### config.mk
export PLATFORM = sky130hd
export DESIGN_NAME = ks_data_path_param
export DESIGN_NICKNAME = d
export VERILOG_FILES = /design/src/rtl/ks_data_path_param_pkg.sv /design/src/rtl/ks_data_path_param_alu.sv /design/src/rtl/ks_data_path_param.sv
export SDC_FILE = /design/constraint.sdc
export NUM_CORES = 1
export LEC_CHECK = 0
export CORE_ASPECT_RATIO = 0.9
export CORE_MARGIN = 2
export CORE_UTILIZATION = 50
export DETAILED_ROUTE_END_ITERATION = 8
export PLACE_DENSITY = 0.7
export SETUP_SLACK_MARGIN = 0.3
export SYNTH_ARGS = -nofsm -noshare
export SYNTH_HDL_FRONTEND = slang
export SYNTH_SLANG_ARGS = --single-unit
export TNS_END_PERCENT = 100
### constraint.sdc
create_clock -name clk -period 7.4 [get_ports clk]
set_input_delay 0.74 -clock clk [delete_from_list [all_inputs] [get_ports clk]]
set_output_delay 0.74 -clock clk [all_outputs]
set_load 0.03 [all_outputs]
### src/rtl/ks_data_path_param_pkg.sv
// Shared types and constants for the parametrised K&S data path.
// Decoded-instruction members for the extended ALU always exist; KS_ALU_EXT_EN gates their use.
package ks_param_pkg;

  typedef enum logic [4:0] {
    I_NOP, I_LOAD, I_STORE, I_MOVE, I_ADD, I_SUB, I_AND, I_OR,
    I_BRANCH, I_BZERO, I_BNEG, I_BNNEG, I_BNZERO, I_HALT,
    I_XOR, I_SHL, I_SHR, I_NOT
  } decoded_instruction_type;

  localparam logic [7:0] OPC_NOP    = 8'h00;
  localparam logic [7:0] OPC_LOAD   = 8'h81;
  localparam logic [7:0] OPC_STORE  = 8'h82;
  localparam logic [7:0] OPC_MOVE   = 8'h91;
  localparam logic [7:0] OPC_ADD    = 8'hA1;
  localparam logic [7:0] OPC_SUB    = 8'hA2;
  localparam logic [7:0] OPC_AND    = 8'hA3;
  localparam logic [7:0] OPC_OR     = 8'hA4;
  localparam logic [7:0] OPC_XOR    = 8'hA5;
  localparam logic [7:0] OPC_SHL    = 8'hA6;
  localparam logic [7:0] OPC_SHR    = 8'hA7;
  localparam logic [7:0] OPC_NOT    = 8'hA8;
  localparam logic [7:0] OPC_BRANCH = 8'h01;
  localparam logic [7:0] OPC_BZERO  = 8'h02;
  localparam logic [7:0] OPC_BNEG   = 8'h03;
  localparam logic [7:0] OPC_BNNEG  = 8'h0A;
  localparam logic [7:0] OPC_BNZERO = 8'h0B;
  localparam logic [7:0] OPC_HALT   = 8'hFF;

  localparam logic [2:0] ALU_OR  = 3'b000;
  localparam logic [2:0] ALU_ADD = 3'b001;
  localparam logic [2:0] ALU_SUB = 3'b010;
  localparam logic [2:0] ALU_AND = 3'b011;
  localparam logic [2:0] ALU_XOR = 3'b100;
  localparam logic [2:0] ALU_SHL = 3'b101;
  localparam logic [2:0] ALU_SHR = 3'b110;
  localparam logic [2:0] ALU_NOT = 3'b111;

endpackage

### src/rtl/ks_data_path_param_alu.sv
// Combinational DATA_W-bit ALU with zero/neg/unsigned/signed overflow flags.
// Define KS_ALU_EXT_EN to enable XOR, SHL1, SHR1 and NOT; otherwise op codes 1xx yield 0.
module ks_alu
  import ks_param_pkg::*;
#(
  parameter int DATA_W = 16
) (
  input  logic [2:0]        operation,
  input  logic [DATA_W-1:0] a,
  input  logic [DATA_W-1:0] b,
  output logic [DATA_W-1:0] result,
  output logic              zero,
  output logic              neg,
  output logic              uov,
  output logic              sov
);

  logic [DATA_W:0] sum;

  // The extra top bit of sum is the carry for ADD and the borrow for SUB.
  always_comb begin
    result = '0;
    uov    = 1'b0;
    sov    = 1'b0;
    sum    = '0;
    case (operation)
      ALU_OR:  result = a | b;
      ALU_AND: result = a & b;
      ALU_ADD: begin
        sum    = {1'b0, a} + {1'b0, b};
        result = sum[DATA_W-1:0];
        uov    = sum[DATA_W];
        sov    = (a[DATA_W-1] == b[DATA_W-1]) && (result[DATA_W-1] != a[DATA_W-1]);
      end
      ALU_SUB: begin
        sum    = {1'b0, a} - {1'b0, b};
        result = sum[DATA_W-1:0];
        uov    = sum[DATA_W];
        sov    = (a[DATA_W-1] != b[DATA_W-1]) && (result[DATA_W-1] != a[DATA_W-1]);
      end
`ifdef KS_ALU_EXT_EN
      ALU_XOR: result = a ^ b;
      ALU_SHL: begin
        result = {a[DATA_W-2:0], 1'b0};
        uov    = a[DATA_W-1];
      end
      ALU_SHR: result = {1'b0, a[DATA_W-1:1]};
      ALU_NOT: result = ~a;
`endif
      default: result = '0;
    endcase
  end

  assign zero = (result == '0);
  assign neg  = result[DATA_W-1];

endmodule

### src/rtl/ks_data_path_param.sv
// Parametrised K&S data path: IR, decoder, 4-entry register file, ALU, flags, PC and address muxes.
// Optional macro KS_ALU_EXT_EN adds the XOR/SHL/SHR/NOT instructions and ALU ops.
module ks_data_path_param
  import ks_param_pkg::*;
#(
  parameter int DATA_W   = 16,
  parameter int ADDR_W   = 5,
  parameter int PC_RESET = 0
) (
  input  logic                    clk,
  input  logic                    rst_n,
  input  logic                    branch,
  input  logic                    pc_enable,
  input  logic                    ir_enable,
  input  logic                    addr_sel,
  input  logic                    c_sel,
  input  logic [2:0]              operation,
  input  logic                    write_reg_enable,
  input  logic                    flags_reg_enable,
  output decoded_instruction_type decoded_instruction,
  output logic                    zero_op,
  output logic                    neg_op,
  output logic                    unsigned_overflow,
  output logic                    signed_overflow,
  output logic [ADDR_W-1:0]       ram_addr,
  output logic [DATA_W-1:0]       data_out,
  input  logic [DATA_W-1:0]       data_in
);

  logic [15:0]       ir;
  logic [ADDR_W-1:0] pc;
  logic [ADDR_W-1:0] addr_field;
  logic [DATA_W-1:0] regs [4];
  logic [1:0]        src_a, src_b, dst_c;
  logic [DATA_W-1:0] bus_a, bus_b, alu_result;
  logic              alu_zero, alu_neg, alu_uov, alu_sov;
  logic              unused_ir_bits;

  assign addr_field     = ir[ADDR_W-1:0];
  assign unused_ir_bits = ^ir;

  always_comb begin
    decoded_instruction = I_NOP;
    src_a = 2'd0;
    src_b = 2'd0;
    dst_c = 2'd0;
    case (ir[15:8])
      OPC_LOAD: begin
        decoded_instruction = I_LOAD;
        dst_c = ir[ADDR_W+1:ADDR_W];
      end
      OPC_STORE: begin
        decoded_instruction = I_STORE;
        src_a = ir[ADDR_W+1:ADDR_W];
      end
      OPC_MOVE: begin
        decoded_instruction = I_MOVE;
        src_a = ir[1:0];
        src_b = ir[1:0];
        dst_c = ir[3:2];
      end
      OPC_ADD, OPC_SUB, OPC_AND, OPC_OR
`ifdef KS_ALU_EXT_EN
      , OPC_XOR, OPC_SHL, OPC_SHR, OPC_NOT
`endif
      : begin
        src_a = ir[1:0];
        src_b = ir[3:2];
        dst_c = ir[5:4];
        case (ir[15:8])
          OPC_ADD: decoded_instruction = I_ADD;
          OPC_SUB: decoded_instruction = I_SUB;
          OPC_AND: decoded_instruction = I_AND;
          OPC_OR:  decoded_instruction = I_OR;
`ifdef KS_ALU_EXT_EN
          OPC_XOR: decoded_instruction = I_XOR;
          OPC_SHL: decoded_instruction = I_SHL;
          OPC_SHR: decoded_instruction = I_SHR;
          OPC_NOT: decoded_instruction = I_NOT;
`endif
          default: decoded_instruction = I_NOP;
        endcase
      end
      OPC_BRANCH: decoded_instruction = I_BRANCH;
      OPC_BZERO:  decoded_instruction = I_BZERO;
      OPC_BNEG:   decoded_instruction = I_BNEG;
      OPC_BNNEG:  decoded_instruction = I_BNNEG;
      OPC_BNZERO: decoded_instruction = I_BNZERO;
      OPC_HALT:   decoded_instruction = I_HALT;
      default:    decoded_instruction = I_NOP;
    endcase
  end

  assign bus_a    = regs[src_a];
  assign bus_b    = regs[src_b];
  assign data_out = bus_a;
  assign ram_addr = addr_sel ? pc : addr_field;

  ks_alu #(.DATA_W(DATA_W)) u_alu (
    .operation (operation),
    .a         (bus_a),
    .b         (bus_b),
    .result    (alu_result),
    .zero      (alu_zero),
    .neg       (alu_neg),
    .uov       (alu_uov),
    .sov       (alu_sov)
  );

  // Reset dominates every enable, so an instruction caught mid-flight is dropped.
  always_ff @(posedge clk) begin
    if (!rst_n) begin
      ir                <= '0;
      pc                <= ADDR_W'(PC_RESET);
      zero_op           <= 1'b0;
      neg_op            <= 1'b0;
      unsigned_overflow <= 1'b0;
      signed_overflow   <= 1'b0;
      for (int i = 0; i < 4; i++) regs[i] <= '0;
    end else begin
      if (ir_enable) ir <= data_in[15:0];
      if (pc_enable) pc <= branch ? addr_field : pc + ADDR_W'(1);
      if (write_reg_enable) regs[dst_c] <= c_sel ? data_in : alu_result;
      if (flags_reg_enable) begin
        zero_op           <= alu_zero;
        neg_op            <= alu_neg;
        unsigned_overflow <= alu_uov;
        signed_overflow   <= alu_sov;
      end
    end
  end

endmodule

==> results.yml, run 1 <==
worst_setup_path:
  endpoint_kind: "flip-flop"
  critical_path_class: "flip-flop to flip-flop"
  startpoint_type: "flip-flop"
  worstPathRequired_ps: 7690
  rr_worst_depth: 16
  critPathMaxStageDelay_ps: 930
  r2r_end: "zero_op"
  path_delay_family: "compound AO/OA/AOI/OAI gates"
  worstPathCellList: "nor2b_1 -> nand3_1 -> nor2_1 -> a22o_2 -> mux2i_1 -> mux2i_1 -> inv_1 -> ha_1 -> a211oi_1 -> nor2_1 -> a221o_1 -> a2111oi_0 -> o2111ai_1 -> nor4_1 -> and4_1 -> a31o_1"
  crit_slowest_cell: "a22o_2"
  cp_num_cells: 16
  crit_end: "zero_op"
  arrival_ps: 5980
  reg2reg_from: "ir[11]"
  crit_fanout: 32
  reg2reg_slack_ps: 1710
  critical_path.startpoint: "ir[11]"
  worst-path-buf-inv: 1
route:
  wl_per_cell_um: 20.93
  vias: 6542
  antenna_left: 0
  viasPerCell: 6.201
  post-route-drc-count: 0
  dr.pass1.iters: 5
  drt_iter0_drc: 657
  routed_wl_mm: 22.08
yosys:
  syn-num-nets: 913
  syn-cell-area_sq_um: 7467
  async_flop_share: 0
  synth_cell_types: 81
  synth_cells: 829
  yosysWarnings: 0
  synth_edf_count: 64
  seq_area_frac_synth: 0.3217
  ys.flop_type: "edfxtp_1"
  ys_seq_elements: 88
  postSynthAreaPerCell_sq_um: 9.007
clock_tree:
  cts.clk_slew.worst_paths_ps: 70
  root_buffer: "clkbuf_16"
  postCtsHoldBufs: 0
  cts_buffers: 9
  cts_resized: 0
  cts_setup_buffers: 0
  htree_levels: 3
  clk_latency_ps: 340
  cts_buffer_depth: 2
  cts_tree: "built"
  clock-sinks: 88
floorplanning:
  core_area_sq_um: 14660
  die_h_um: 119.9
  io_pins: 58
  dieWidth_um: 132.8
  rows: 42
  die_area_sq_um: 15930
  start_util: 0.5093
min_path:
  hp-class: "flip-flop to flip-flop"
timing:
  finalSetupViolCount: 0
  max_freq_mhz: 175.7
  slew_violations: 0
  setup_tns_ps: 0
  fin_hold_ws_ps: 485.9
  hold_violations: 0
  worst_pin_slew_ps: 1068
  slew-limit-headroom: 0.2879
  fin_crit_ps: 5690
  fin_skew_ps: 6.176
  finalCritPeriodShare: 0.7689
  rsz0062_at_grt: "false"
flow_run:
  maxCapViolations: 0
place:
  gp_congestion: 0.9333
  portBuffers: 56
  place_hpwl_mm: 16.05
pwr:
  cellLeakagePower_nw: 3.235
  cellPowerDensity_nw_per_um2: 165.0
  peakVddDrop_mv: 0.1008
  finalPower_mw: 1.386
global_route:
  grt_pass1_vias: 6330
  antenna_found_initial: 0
  grt_pass1_wl_mm: 34.31
  grt_usage: 0.2766
  grt_start_max_net_pins: 33
  grt_overflow_total: 0
final_layout:
  post-route-util: 0.5733
  areaGrowthSynthToFinish_pct: 12.57
  num_antenna_cells: 0
  nets: 936
  drive_gt1_frac: 0.07235
run_status:
  outcome: "completed"
sequential cells by signal (all words and copies together) (netlist names):
signal and count:
signed_overflow 1, neg_op 1, zero_op 1, regs 64, ir 15, unsigned_overflow 1, pc 5
worst min-delay path by stage:
stage / startpoint / to / slack (ps) / cells after the start
floorplan: ir[15] / ir[15] / 480 / 2
global placement: neg_op / neg_op / 480 / 2
detailed placement: neg_op / neg_op / 480 / 2
CTS: neg_op / neg_op / 490 / 2
global route: neg_op / neg_op / 510 / 2
finish: neg_op / neg_op / 490 / 2
placed cells by master, fill, tap and decap left out, types with 5 or more instances in the layout:
master	n
edfxtp_1	64
nor2_1	120
a21oi_1	39
a21o_1	5
mux2i_1	102
o21ai_0	25
nor2b_1	8
or2_2	5
o21ai_1	6
a2bb2oi_1	5
clkdlybuf4s50_1	56
clkbuf_16	10
dfxtp_1	24
o221ai_1	5
inv_1	61
a211o_1	5
nand2_1	44
o21a_1	5
a211oi_1	11
nor3_1	15
ha_1	54
mux2_2	22
or3_1	13
buf_4	7
o22ai_1	5
nand3_1	10
nand2b_1	11
o211ai_1	12
a22o_1	5
cell type report:
class	count	area [sq um]
well taps	198	247.7
repair buffers	63	613.1
multi-input cells	628	4618
clock inverters	5	37.54
flip-flops and latches	88	2402
inverters	62	232.7
clock buffers	11	254.0
fillers	1243	6256
metrics by stage:
| step | cell area [sq um] | cells | worst slack, ps |
|---|---|---|---|
| after global routing | 8406 | 1055 | 1346 |
| final | 8406 | 1055 | 1710 |
| after floorplan | 7467 | 829 | 2693 |
| after detailed placement | 8114 | 1039 | 1894 |
| after CTS | 8406 | 1055 | 1767 |
| after global placement | 8114 | 1039 | 2030 |
Yosys cell counts (5+ instances only):
cell type / n / share of area
o211ai_1: 12 / 0.012
o21ai_0: 26 / 0.017
nor2b_1: 8 / 0.0067
o21ai_1: 5 / 0.0034
nand2b_1: 11 / 0.0092
a21o_1: 5 / 0.0050
a21oi_1: 39 / 0.026
a2bb2oi_1: 5 / 0.0059
a22o_1: 7 / 0.0082
o21a_1: 5 / 0.0050
o221ai_1: 5 / 0.0059
or2_2: 5 / 0.0042
dfxtp_1: 24 / 0.064
inv_1: 61 / 0.031
a211o_1: 5 / 0.0059
mux2i_1: 102 / 0.14
clkbuf_1: 36 / 0.018
nand2_1: 44 / 0.022
buf_2: 11 / 0.0074
a211oi_1: 11 / 0.011
nor2_1: 120 / 0.060
o22ai_1: 5 / 0.0042
ha_1: 54 / 0.090
nand3_1: 10 / 0.0067
nor3_1: 15 / 0.010
edfxtp_1: 64 / 0.26
or3_1: 13 / 0.011
mux2_2: 22 / 0.033
worst reg2reg max path, delay by kind of cell, from the launching register on:
family / cells / cell delay (ps)
flops: 1 / 380
compound gates: 6 / 2710
buf+inv: 1 / 140
mux: 2 / 680
fa+ha+maj: 1 / 330
simple gates: 6 / 1420
logic make-up after synthesis:
group | after synthesis | share of synthesized area
fa+ha+maj | 56 | 0.09584
other cells | 1 | 0.0005022
flops | 88 | 0.3217
simple gates | 259 | 0.1635
xor+xnor | 5 | 0.005864
buf+inv | 113 | 0.06015
mux | 126 | 0.1749
compound gates | 181 | 0.1774
metal layers:
metal / wire, um / up-vias / global-route usage
met5: 0 / - / 0
met4: 582 / 0 / 0.1095
met3: 1471 / 45 / 0.04351
met2: 10100 / 262 / 0.4411
met1: 9922 / 3176 / 0.3779
li1: - / 3059 / -
power by group:
| group | total, mW | internal, mW | switching [mW] |
|---|---|---|---|
| clock network | 0.442 | 0.250 | 0.192 |
| logic | 0.371 | 0.140 | 0.231 |
| registers | 0.574 | 0.554 | 0.0198 |
| total | 1.39 | 0.943 | 0.443 |
Note: power is estimated with default switching activity, not from simulation.
==> run 2: changes to the inputs <==
==> constraint.sdc (replaced) <==
create_clock -name clk -period 5.5 [get_ports clk]
set_input_delay 0.55 -clock clk [delete_from_list [all_inputs] [get_ports clk]]
set_output_delay 0.55 -clock clk [all_outputs]
set_load 0.03 [all_outputs]
==> results.yml, run 2 (same netlist as run 1, synthesis figures left out) <==
run_status:
  outcome: "completed"
final_layout:
  num_antenna_cells: 0
  mostFrequentLayoutCell: "nor2_1"
  regMostFlops: "regs"
  layout_common_cells: "118 x nor2_1, 101 x mux2i_1, 64 x edfxtp_1"
  nFillCells: 1263
  nets: 942
  post-route-util: 0.5827
  drive_gt1_frac: 0.09270
  largest_register_ffs: 64
  final_cells: 1061
  largest_registers: "regs x64, ir x15, pc x5"
  areaGrowthSynthToFinish_pct: 14.41
clock_tree:
  cts_buffer_depth: 2
  htree_levels: 3
  cts_buffers: 9
  clock-sinks: 88
  cts.clk_slew.worst_paths_ps: 70
  root_buffer: "clkbuf_16"
  cts_tree: "built"
  clk_latency_ps: 350
worst_setup_path:
  arrival_ps: 4990
  critical_path_class: "flip-flop to flip-flop"
  reg2reg_slack_ps: 570
  r2r_end: "regs[0][14]"
  crit_fanout: 14
  endpoint_kind: "flip-flop"
  startpoint_type: "flip-flop"
  worstPathRequired_ps: 5570
  reg2reg_from: "ir[8]"
  rr_worst_depth: 16
timing:
  finalCritPeriodShare: 0.8959
  worst_pin_slew_ps: 972.7
  slew_violations: 0
  slew-limit-headroom: 0.3495
  hold_violations: 0
  fin_hold_ws_ps: 494.8
  fin_crit_ps: 4928
  setup_slack_ps: 572.5
  max_freq_mhz: 202.9
  finalSetupViolCount: 0
  setup_tns_ps: 0
  rsz0062_at_grt: "false"
  fin_skew_ps: 9.153
route:
  antenna_left: 0
  wl_per_cell_um: 21.01
  post-route-drc-count: 0
  dr.pass1.iters: 5
  routed_wl_mm: 22.29
  viasPerCell: 6.205
  vias: 6584
  drt_iter0_drc: 692
place:
  dp_slack_ps: 303.5
  place_hpwl_mm: 16.73
  portBuffers: 56
  dpl.cell_count: 1044
  gp_congestion: 0.9458
global_route:
  grt_pass1_wl_mm: 34.81
  grt_usage: 0.2815
  grt_overflow_total: 0
  antenna_found_initial: 1
  grt_pass1_vias: 6387
  grt_start_max_net_pins: 26
min_path:
  hp-class: "flip-flop to flip-flop"
  hp-start: "neg_op"
  hold_end: "neg_op"
  hold-path-cell-count: 2
floorplanning:
  die_h_um: 119.9
  dieWidth_um: 132.8
  die_area_sq_um: 15930
  core_area_sq_um: 14660
  rows: 42
  start_util: 0.5093
  io_pins: 58
flow_run:
  maxCapViolations: 0
pwr:
  peakVddDrop_mv: 0.1743
  cellPowerDensity_nw_per_um2: 226.1
  cellLeakagePower_nw: 3.294
## run 2: cell types whose count changed in the layout (fill, tap and decap cells not counted), sizes merged
cell,before,now
inv,64,63
bufinv,0,2
clkbuf,11,10
buf,7,13
## run 2: worst max-delay path, stage by stage, from the launching register on
cell and delay, ps:
dfxtp_1 520, nor2_1 140, xor2_1 310, o22ai_2 140, a22o_4 380, mux2i_1 150
mux2_2 300, ha_1 240, fa_1 430, o21bai_1 290, a41oi_1 250, a2111oi_4 530
o21ai_1 180, a41o_1 280, mux2i_1 170, o211a_1 240, nor3_1 80
## run 2: timing repair
item / 4_1_cts / 5_1_grt
hold endpoints to repair: 0 / 0
buffers inserted: 0 / 1
gates resized for setup: 3 / 15
hold buffers: 0 / 0
pin swaps: 0 / 2
setup endpoints to repair: 5 / 37
## run 2: metrics by stage
stage                     total power [mW]  area (sq um)
after global placement               1.265          8152
after global routing                 2.005          8543
final                                1.932          8543
after CTS                            1.916          8479
after floorplan                      1.115          7467
after detailed placement             1.275          8152
## run 2: where the power goes
| group | switching, mW | internal (mW) |
|---|---|---|
| logic | 0.317 | 0.191 |
| registers | 0.0268 | 0.745 |
| clock network | 0.255 | 0.396 |
## run 2: final cells by class
class	instances	area, sq um	area share
Clock buffer	10	229.0	0.02680
Clock inverter	6	82.58	0.009666
Inverter	62	232.7	0.02724
Multi-Input combinational cell	628	4691	0.5491
Sequential cell	88	2402	0.2812
Tap cell	198	247.7	0.02900
Timing Repair Buffer	69	658.1	0.07704
## run 2: how the worst max path moves through the flow
stage,startpoint,end,cells after the start
after CTS,ir[11],regs[1][15],14
after detailed placement,ir[11],regs[0][14],18
after global placement,ir[10],regs[2][15],14
final,ir[8],regs[0][14],16
after global routing,ir[8],regs[1][15],16
after floorplan,ir[10],regs[0][14],18
## run 2: routing by layer
layer	global-route usage	wire, um	up-vias
met2	0.4637	10390	303
met4	0.07325	425	2
met5	0	13	-
met3	0.03887	1618	40
li1	-	-	3076
met1	0.3907	9849	3163
==> run 3: changes to the inputs <==
--- a/config.mk
+++ b/config.mk
@@ -5,6 +5,7 @@
 export SDC_FILE = /design/constraint.sdc
 export NUM_CORES = 1
 export LEC_CHECK = 0
+export ABC_CLOCK_PERIOD_IN_PS = 5500
 export CORE_ASPECT_RATIO = 0.9
 export CORE_MARGIN = 2
 export CORE_UTILIZATION = 50
==> results of run 3 <==
The final DEF is identical to that of run 2; final timing and power are the same.
